--- config.mk ---
export PLATFORM = sky130hd
export DESIGN_NAME = riscv_alu_cmd_master
export DESIGN_NICKNAME = d
export VERILOG_FILES = /design/src/rtl/riscv_alu_cmd_master_pkg.sv /design/src/rtl/riscv_alu_cmd_master.sv
export SDC_FILE = /design/constraint.sdc
export NUM_CORES = 1
export LEC_CHECK = 0
export CAP_MARGIN = 0
export CORE_MARGIN = 2
export CORE_UTILIZATION = 38
export DETAILED_ROUTE_END_ITERATION = 6
export GPL_TIMING_DRIVEN = 0
export PLACE_DENSITY = 0.77
export SETUP_SLACK_MARGIN = 0.5
export SKIP_LAST_GASP = 1
export SYNTH_ARGS = -nofsm -noshare
export SYNTH_HDL_FRONTEND = slang
export SYNTH_SLANG_ARGS = --single-unit
--- constraint.sdc ---
create_clock -name HCLK -period 1.6 [get_ports HCLK]
set_input_delay 0.24 -clock HCLK [delete_from_list [all_inputs] [get_ports HCLK]]
set_output_delay 0.24 -clock HCLK [all_outputs]
set_load 0.03 [all_outputs]
--- src/rtl/riscv_alu_cmd_master_pkg.sv ---
// Shared encodings for the ALU command master, the memory-mapped ALU slave and its bench:
// register offsets, AHB-Lite field encodings, FSM states and ALU opcodes.
package riscv_alu_cmd_master_pkg;

  localparam logic [31:0] OFF_OP = 32'h0000_0000;
  localparam logic [31:0] OFF_A  = 32'h0000_0004;
  localparam logic [31:0] OFF_B  = 32'h0000_0008;
  localparam logic [31:0] OFF_P  = 32'h0000_000C;

  localparam int unsigned W_BURST = 3;

  localparam logic [1:0]         HTRANS_IDLE   = 2'b00;
  localparam logic [1:0]         HTRANS_NONSEQ = 2'b10;
  localparam logic [1:0]         HRESP_OKAY    = 2'b00;
  localparam logic [1:0]         HRESP_ERROR   = 2'b01;
  localparam logic [2:0]         HSIZE_WORD    = 3'b010;
  localparam logic [W_BURST-1:0] HBURST_SINGLE = '0;

  localparam logic [1:0] S_IDLE = 2'd0;
  localparam logic [1:0] S_ADDR = 2'd1;
  localparam logic [1:0] S_DATA = 2'd2;
  localparam logic [1:0] S_RESP = 2'd3;

  localparam logic [3:0] ALU_ADD  = 4'd0;
  localparam logic [3:0] ALU_SUB  = 4'd1;
  localparam logic [3:0] ALU_AND  = 4'd2;
  localparam logic [3:0] ALU_OR   = 4'd3;
  localparam logic [3:0] ALU_XOR  = 4'd4;
  localparam logic [3:0] ALU_SLL  = 4'd5;
  localparam logic [3:0] ALU_SRL  = 4'd6;
  localparam logic [3:0] ALU_SRA  = 4'd7;
  localparam logic [3:0] ALU_SLT  = 4'd8;
  localparam logic [3:0] ALU_SLTU = 4'd9;

endpackage

--- src/rtl/riscv_alu_cmd_master.sv ---
// AHB-Lite master that runs one ALU command as write A, write B, write OP, read P
// against the memory-mapped ALU slave and returns the result on a valid/ready port.
module riscv_alu_cmd_master
  import riscv_alu_cmd_master_pkg::*;
#(
  parameter logic [31:0] BASE_ADDR = 32'hE000_0000
) (
  input  logic               HCLK,
  input  logic               HRESET,
  input  logic               i_cmd_valid,
  output logic               o_cmd_ready,
  input  logic [3:0]         i_cmd_op,
  input  logic [31:0]        i_cmd_a,
  input  logic [31:0]        i_cmd_b,
  output logic               o_rsp_valid,
  input  logic               i_rsp_ready,
  output logic [31:0]        o_rsp_data,
  output logic               o_rsp_err,
  input  logic [31:0]        i_HRDATA,
  input  logic [1:0]         i_HRESP,
  input  logic               i_HREADY,
  output logic [31:0]        o_HADDR,
  output logic [31:0]        o_HWDATA,
  output logic               o_HWRITE,
  output logic [2:0]         o_HSIZE,
  output logic [W_BURST-1:0] o_HBURST,
  output logic [1:0]         o_HTRANS
);

  // Transfer index order: A, B, OP, then the P read.
  function automatic logic [31:0] xfer_offset(input logic [1:0] xi);
    case (xi)
      2'd0:    return OFF_A;
      2'd1:    return OFF_B;
      2'd2:    return OFF_OP;
      default: return OFF_P;
    endcase
  endfunction

  logic [1:0]  state_q, state_d;
  logic [1:0]  xi_q, xi_d;
  logic [3:0]  op_q, op_d;
  logic [31:0] a_q, a_d;
  logic [31:0] b_q, b_d;
  logic [31:0] result_q, result_d;
  logic        err_q, err_d;
  logic        data_err;

  // RETRY and SPLIT are folded into ERROR; the flag stays set across wait states.
  assign data_err = err_q | (i_HRESP != HRESP_OKAY);

  always_comb begin
    // NOTE: every variable gets a default first so no path through the case infers a latch.
    state_d  = state_q;
    xi_d     = xi_q;
    op_d     = op_q;
    a_d      = a_q;
    b_d      = b_q;
    result_d = result_q;
    err_d    = err_q;
    case (state_q)
      S_IDLE: begin
        if (i_cmd_valid) begin
          op_d    = i_cmd_op;
          a_d     = i_cmd_a;
          b_d     = i_cmd_b;
          err_d   = 1'b0;
          xi_d    = 2'd0;
          state_d = S_ADDR;
        end
      end
      S_ADDR: begin
        if (i_HREADY) state_d = S_DATA;
      end
      S_DATA: begin
        err_d = data_err;
        if (i_HREADY) begin
          if (data_err) begin
            result_d = '0;
            state_d  = S_RESP;
          end else if (xi_q == 2'd3) begin
            result_d = i_HRDATA;
            state_d  = S_RESP;
          end else begin
            xi_d    = xi_q + 2'd1;
            state_d = S_ADDR;
          end
        end
      end
      default: begin
        if (i_rsp_ready) state_d = S_IDLE;
      end
    endcase
  end

  always_ff @(posedge HCLK) begin
    // NOTE: sequential state uses non-blocking assignments so every flop samples pre-edge values.
    if (HRESET) begin
      state_q  <= S_IDLE;
      xi_q     <= 2'd0;
      op_q     <= '0;
      a_q      <= '0;
      b_q      <= '0;
      result_q <= '0;
      err_q    <= 1'b0;
    end else begin
      state_q  <= state_d;
      xi_q     <= xi_d;
      op_q     <= op_d;
      a_q      <= a_d;
      b_q      <= b_d;
      result_q <= result_d;
      err_q    <= err_d;
    end
  end

  // Bus outputs decode only registered state, so AHB inputs never reach AHB outputs.
  always_comb begin
    o_HTRANS = HTRANS_IDLE;
    o_HADDR  = '0;
    o_HWRITE = 1'b0;
    o_HWDATA = '0;
    if (state_q == S_ADDR) begin
      o_HTRANS = HTRANS_NONSEQ;
      o_HADDR  = BASE_ADDR + xfer_offset(xi_q);
      o_HWRITE = (xi_q != 2'd3);
    end else if (state_q == S_DATA) begin
      case (xi_q)
        2'd0:    o_HWDATA = a_q;
        2'd1:    o_HWDATA = b_q;
        2'd2:    o_HWDATA = {28'b0, op_q};
        default: o_HWDATA = '0;
      endcase
    end
  end

  assign o_HSIZE     = HSIZE_WORD;
  assign o_HBURST    = HBURST_SINGLE;
  assign o_cmd_ready = (state_q == S_IDLE);
  assign o_rsp_valid = (state_q == S_RESP);
  assign o_rsp_data  = result_q;
  assign o_rsp_err   = err_q;

endmodule

Yosys cells after proc, flatten, opt, wreduce, memory -nomap -nowiden

Index checks and enable logic that the tools add are counted.

Add/sub/neg operators: 2
Reductions and logical operators: 11
Bitwise logic cells: 1
Equal/unequal tests: 12
Muxes and demuxes: 24

Operators by type and width:

| cell                   | count |
|---|---|
| $mux 32                | 6 |
| $pmux 32 s3            | 1 |
| $add 32x32->32 const A | 1 |
| $mux 2                 | 11 |
| $ne 2x2->1 const B     | 6 |
| $pmux 4 s3             | 1 |
| $eq 2x2->1 const B     | 4 |
| $pmux 2 s3             | 1 |
| $reduce_bool 2->1      | 3 |
| $reduce_and 5->1       | 1 |
| $eq 2x1->1 const B     | 2 |
| $logic_not 2->1        | 2 |
| $pmux 2 s2             | 1 |
| $reduce_and 2->1       | 2 |
| $reduce_and 4->1       | 1 |
| $reduce_bool 4->1      | 1 |
| $reduce_and 3->1       | 1 |
| $add 2x1->2 const B    | 1 |
| $mux 1                 | 2 |
| $pmux 1 s2             | 1 |
| $or 1x1->1             | 1 |

Bits of input ports: 107
Output and inout port bits: 108
Bits in registers: 105

Logic depth before layout (Yosys ltp)

Word-level depth: 5
Gate-level depth with buffers: 8
Mapped depth without buffers: 6

Worst setup path after synthesis

Ideal clock, no wire load.

Kind: flip-flop to output port
Start point: reg state_q[1]
End point: out o_HWDATA[10]
Buffers on the path: 2
Required time: 1360 ps
Arrival: 1917 ps
Cell stages (with the launch flop): 7
Slack: -557 ps
Path through: dfxtp_1 inv_1 ha_1 or3_1 clkbuf_1 buf_2 nor2_1

Longest elaborated chain between the ends: 3
Elaborated cells on any way between the ends: 4

Ends and longest elaborated chain:

| element                  | line                        | source |
|---|---|---|
| start: declaration       | riscv_alu_cmd_master.sv:40  | `logic [1:0] state_q, state_d;` |
| start signal: assignment | riscv_alu_cmd_master.sv:107 | `state_q <= state_d;` |
| $eq 2x2->1               | riscv_alu_cmd_master.sv:127 | `end else if (state_q == S_DATA) begin` |
| $mux 32                  | riscv_alu_cmd_master.sv:127 |  |
| $mux 32 (*)              | riscv_alu_cmd_master.sv:123 | `if (state_q == S_ADDR) begin` |
| end: declaration         | riscv_alu_cmd_master.sv:23  | `output logic [31:0] o_HWDATA,` |

Every way passes the cells marked *; elsewhere a longest branch is shown, timed or not.

Worst setup path in the final report

Start point: reg xi_q[0]
End point: out o_HWDATA[3]

Longest elaborated chain between the ends: 4
Elaborated cells on any way between the ends: 6

Ends and longest elaborated chain:

| element                            | line                        | source |
|---|---|---|
| start: declaration                 | riscv_alu_cmd_master.sv:41  | `logic [1:0] xi_q, xi_d;` |
| start signal: assignment           | riscv_alu_cmd_master.sv:108 | `xi_q <= xi_d;` |
| $eq 2x2->1 (tied with other cells) | riscv_alu_cmd_master.sv:128 | `case (xi_q)` |
| $pmux 32 s3 (*)                    | riscv_alu_cmd_master.sv:128 |  |
| $mux 32 (*)                        | riscv_alu_cmd_master.sv:127 |  |
| $mux 32 (*)                        | riscv_alu_cmd_master.sv:123 |  |

Marked as above.

==> results.toml <==
[sta]
setup_ws_ns = -0.592
setup_violations = 143
finalHoldViolations = 0
slew_headroom = 0.435
period_share = 1.37
slew_violations = 0
tightest_slew_ns = 0.848
finClkSkew_ns = 0.0147
period_minus_slack_ns = 2.19
fmax_ghz = 0.456
rsz0062_at_grt = "true"

[global_routing]
gr-usage-all-layers = 0.247
grt_pass1_vias = 5179
grt_max_degree = 18
grt_remaining_overflow = 0
antenna_found_initial = 0
grt_pass1_wl_um = 25600

[drt]
dr.max_layer_used = "met4"
post_drt_wl_per_cell_um = 19.9
wl_met3_um = 1570
dr.pass1.iters = 5
routed_wl_um = 21100
drtIter0Drc = 417
vias_per_cell = 5.21
dr_wl_met2_um = 11200
wl_met1_um = 7370
via_count = 5523
drc_errors = 0
antenna_left = 0

[yosys]
synth-adder-area-share = 0.0266
yosys.area_share.xor_xnor = 0
synthSimpleGateAreaFrac = 0.227
syn_inst = 604
synth_warnings = 0
synth_compound_area_frac = 0.182
yosysSeqAreaShare = 0.446
synth_edf_count = 0
synth_area_per_cell_um2 = 7.80
synth.area.mux_share = 0.00213
synth_seq_cells = 105
synth.distinct_cells = 32
synth_top_family_by_area = "simple AND/OR/NAND/NOR gates"
synth_ff_type = "dfxtp_1"
async_flop_share = 0
syn_area_um2 = 4710

[outcome]
status = "finished with violations"
violations = "negative setup slack"

[setup_path]
slowest_delay_ns = 0.53
endpoint_kind = "output pin"
cp_max_fo = 10
crit_buf_inv = 3
cp.required_ns = 1.36
cp.arrival_ns = 1.95
cp_top_family = "compound AO/OA/AOI/OAI gates"
critPathKind = "reg -> out"
cpMaxStageDelayCell = "a222oi_1"
crit_chain = "inv_2, ha_4, clkbuf_8, a222oi_1, nor2_4, buf_6"
start_kind = "flop"

[clock_network]
clock-sinks = 105
htreeDepth = 3
root_buffer = "clkbuf_16"
insertion_delay_ns = 0.36
clkTransAtPathRegs_ns = 0.07
cts_buffers = 9
cts_tree = "yes"
clockBufferDepth = 2

[power_and_ir_drop]
power.density_nw_per_um2 = 1170
ir_drop_mv = 0.959
p_leak_nw = 3.88

[placement]
io_buffer_count = 179
hpwl_um = 11500
place_area_um2 = 7340
placedCellCount = 983
gp_congestion = 0.821

[min_path]
hold_path.class = "in -> reg"

[cells_and_area]
fin_cells = 1060
nets = 1004
final_util = 0.824
fin_area_um2 = 9940
drive_above_1_share = 0.575
antenna_cells = 0
syn_to_final_growth_pct = 111

[floorplanning]
num_rows = 40
die_h_um = 115
core_um2 = 12100
ios = 215
die_x_um = 115
initial_utilization = 0.390
die_area_um2 = 13300

[job]
maxCapViolations = 0
## state kept, by name (all words and copies together), names as in the netlist
name        count
op_q            4
a_q            32
state_q         2
b_q            32
o_rsp_data     32
xi_q            2
o_rsp_err       1
## cell type report
| type | count | area (µm²) |
|---|---|---|
| buffer | 85 | 903 |
| tap | 168 | 210 |
| clock inverter | 5 | 37.5 |
| clock buffer | 11 | 243 |
| timing repair buffer | 240 | 2720 |
| fill | 661 | 2120 |
| inverter | 6 | 27.5 |
| sequential | 105 | 2160 |
| multi-input combinational | 440 | 3640 |
## repair_timing
item	CTS	global route
buffers inserted	22	22
pin swaps	21	67
endpoints found under the setup margin	179	179
gates cloned	10	7
resized for setup	415	477
hold buffers	0	0
## worst min-delay path: stages
cell,delay (ns)
clkdlybuf4s50_1,0.41
nand2_2,0.06
a21oi_1,0.04
## worst paths after layout
kind / startpoint / endpoint / slack, ns / depth (start not counted)
hold / removal: i_cmd_op[2] / op_q[2]$_SDFFE_PP0P_ / 0.44 / 3
setup / recovery: xi_q[0]$_SDFFE_PP0P_ / o_HWDATA[3] / -0.59 / 6
hold reg to reg: op_q[2]$_SDFFE_PP0P_ / op_q[2]$_SDFFE_PP0P_ / 0.46 / 2
setup reg to reg: state_q[0]$_SDFFE_PP0P_ / b_q[18]$_SDFFE_PP0P_ / -0.32 / 12
## cell usage in the layout (no fill, tap or decap), types with 6 or more instances in the layout
cell / synthesis / routed
clkdlybuf4s50_1: 0 / 105
nand2_1: 171 / 99
buf_6: 4 / 94
a21oi_2: 5 / 92
dfxtp_1: 105 / 70
buf_4: 41 / 63
nand2_4: 0 / 55
conb_1: 2 / 34
nor2_4: 0 / 32
dfxtp_2: 0 / 29
a22oi_1: 28 / 27
clkbuf_16: 0 / 20
buf_12: 0 / 16
nand3_2: 10 / 16
nand3_4: 0 / 16
nand2_2: 0 / 15
clkbuf_1: 25 / 12
a21oi_1: 99 / 11
buf_8: 0 / 10
buf_16: 0 / 7
ha_4: 0 / 6
dfxtp_4: 0 / 6
## Yosys cell counts (3+ instances only)
cell	instances	area share
nand3_2	10	0.021
buf_2	11	0.012
nor2b_1	3	0.0040
nand3_1	22	0.023
buf_6	4	0.0096
a222oi_1	4	0.0085
a21oi_1	99	0.11
dfxtp_1	105	0.45
buf_1	4	0.0032
clkbuf_1	25	0.020
a21oi_2	5	0.0093
a22oi_1	28	0.045
nand2_1	171	0.14
nor2_1	36	0.029
buf_4	41	0.065
inv_1	6	0.0048
ha_1	10	0.027
## layer usage
metal  GRT usage  vias to the layer above
met5           0                        -
met4      0.0908                        0
met3      0.0749                       64
met2       0.448                      282
met1       0.269                     2656
li1            -                     2521
## power breakdown
part	internal (mW)	switching, mW	leakage [nW]
Combinational	3.05	3.15	2.86
Sequential	2.98	0.274	0.876
Clock	1.11	1.05	0.138
## stage by stage
stage / setup slack (ns) / setup TNS (ns) / hold slack (ns) / power (mW)
detailed placement: -0.973 / -47.81 / 0.448 / 6.50
finish: -0.592 / -38.84 / 0.442 / 11.6
global route: -0.644 / -44.07 / 0.447 / 12.0
floorplan: -0.0934 / -3.54 / 0.376 / 5.50
global placement: -0.984 / -43.21 / 0.442 / 6.41
CTS: -0.567 / -25.35 / 0.426 / 9.83
## cells by family (layout without fill, tap and decap cells)
family / Yosys count / in the layout
AO/OA/AOI/OAI: 144 / 144
other: 2 / 34
flip-flops: 105 / 105
AND/OR/NAND/NOR: 251 / 251
buffers and inverters: 91 / 347
adder cells (fa/ha/maj): 10 / 10
multiplexers: 1 / 1
Note: power is estimated with default switching activity, not from simulation.
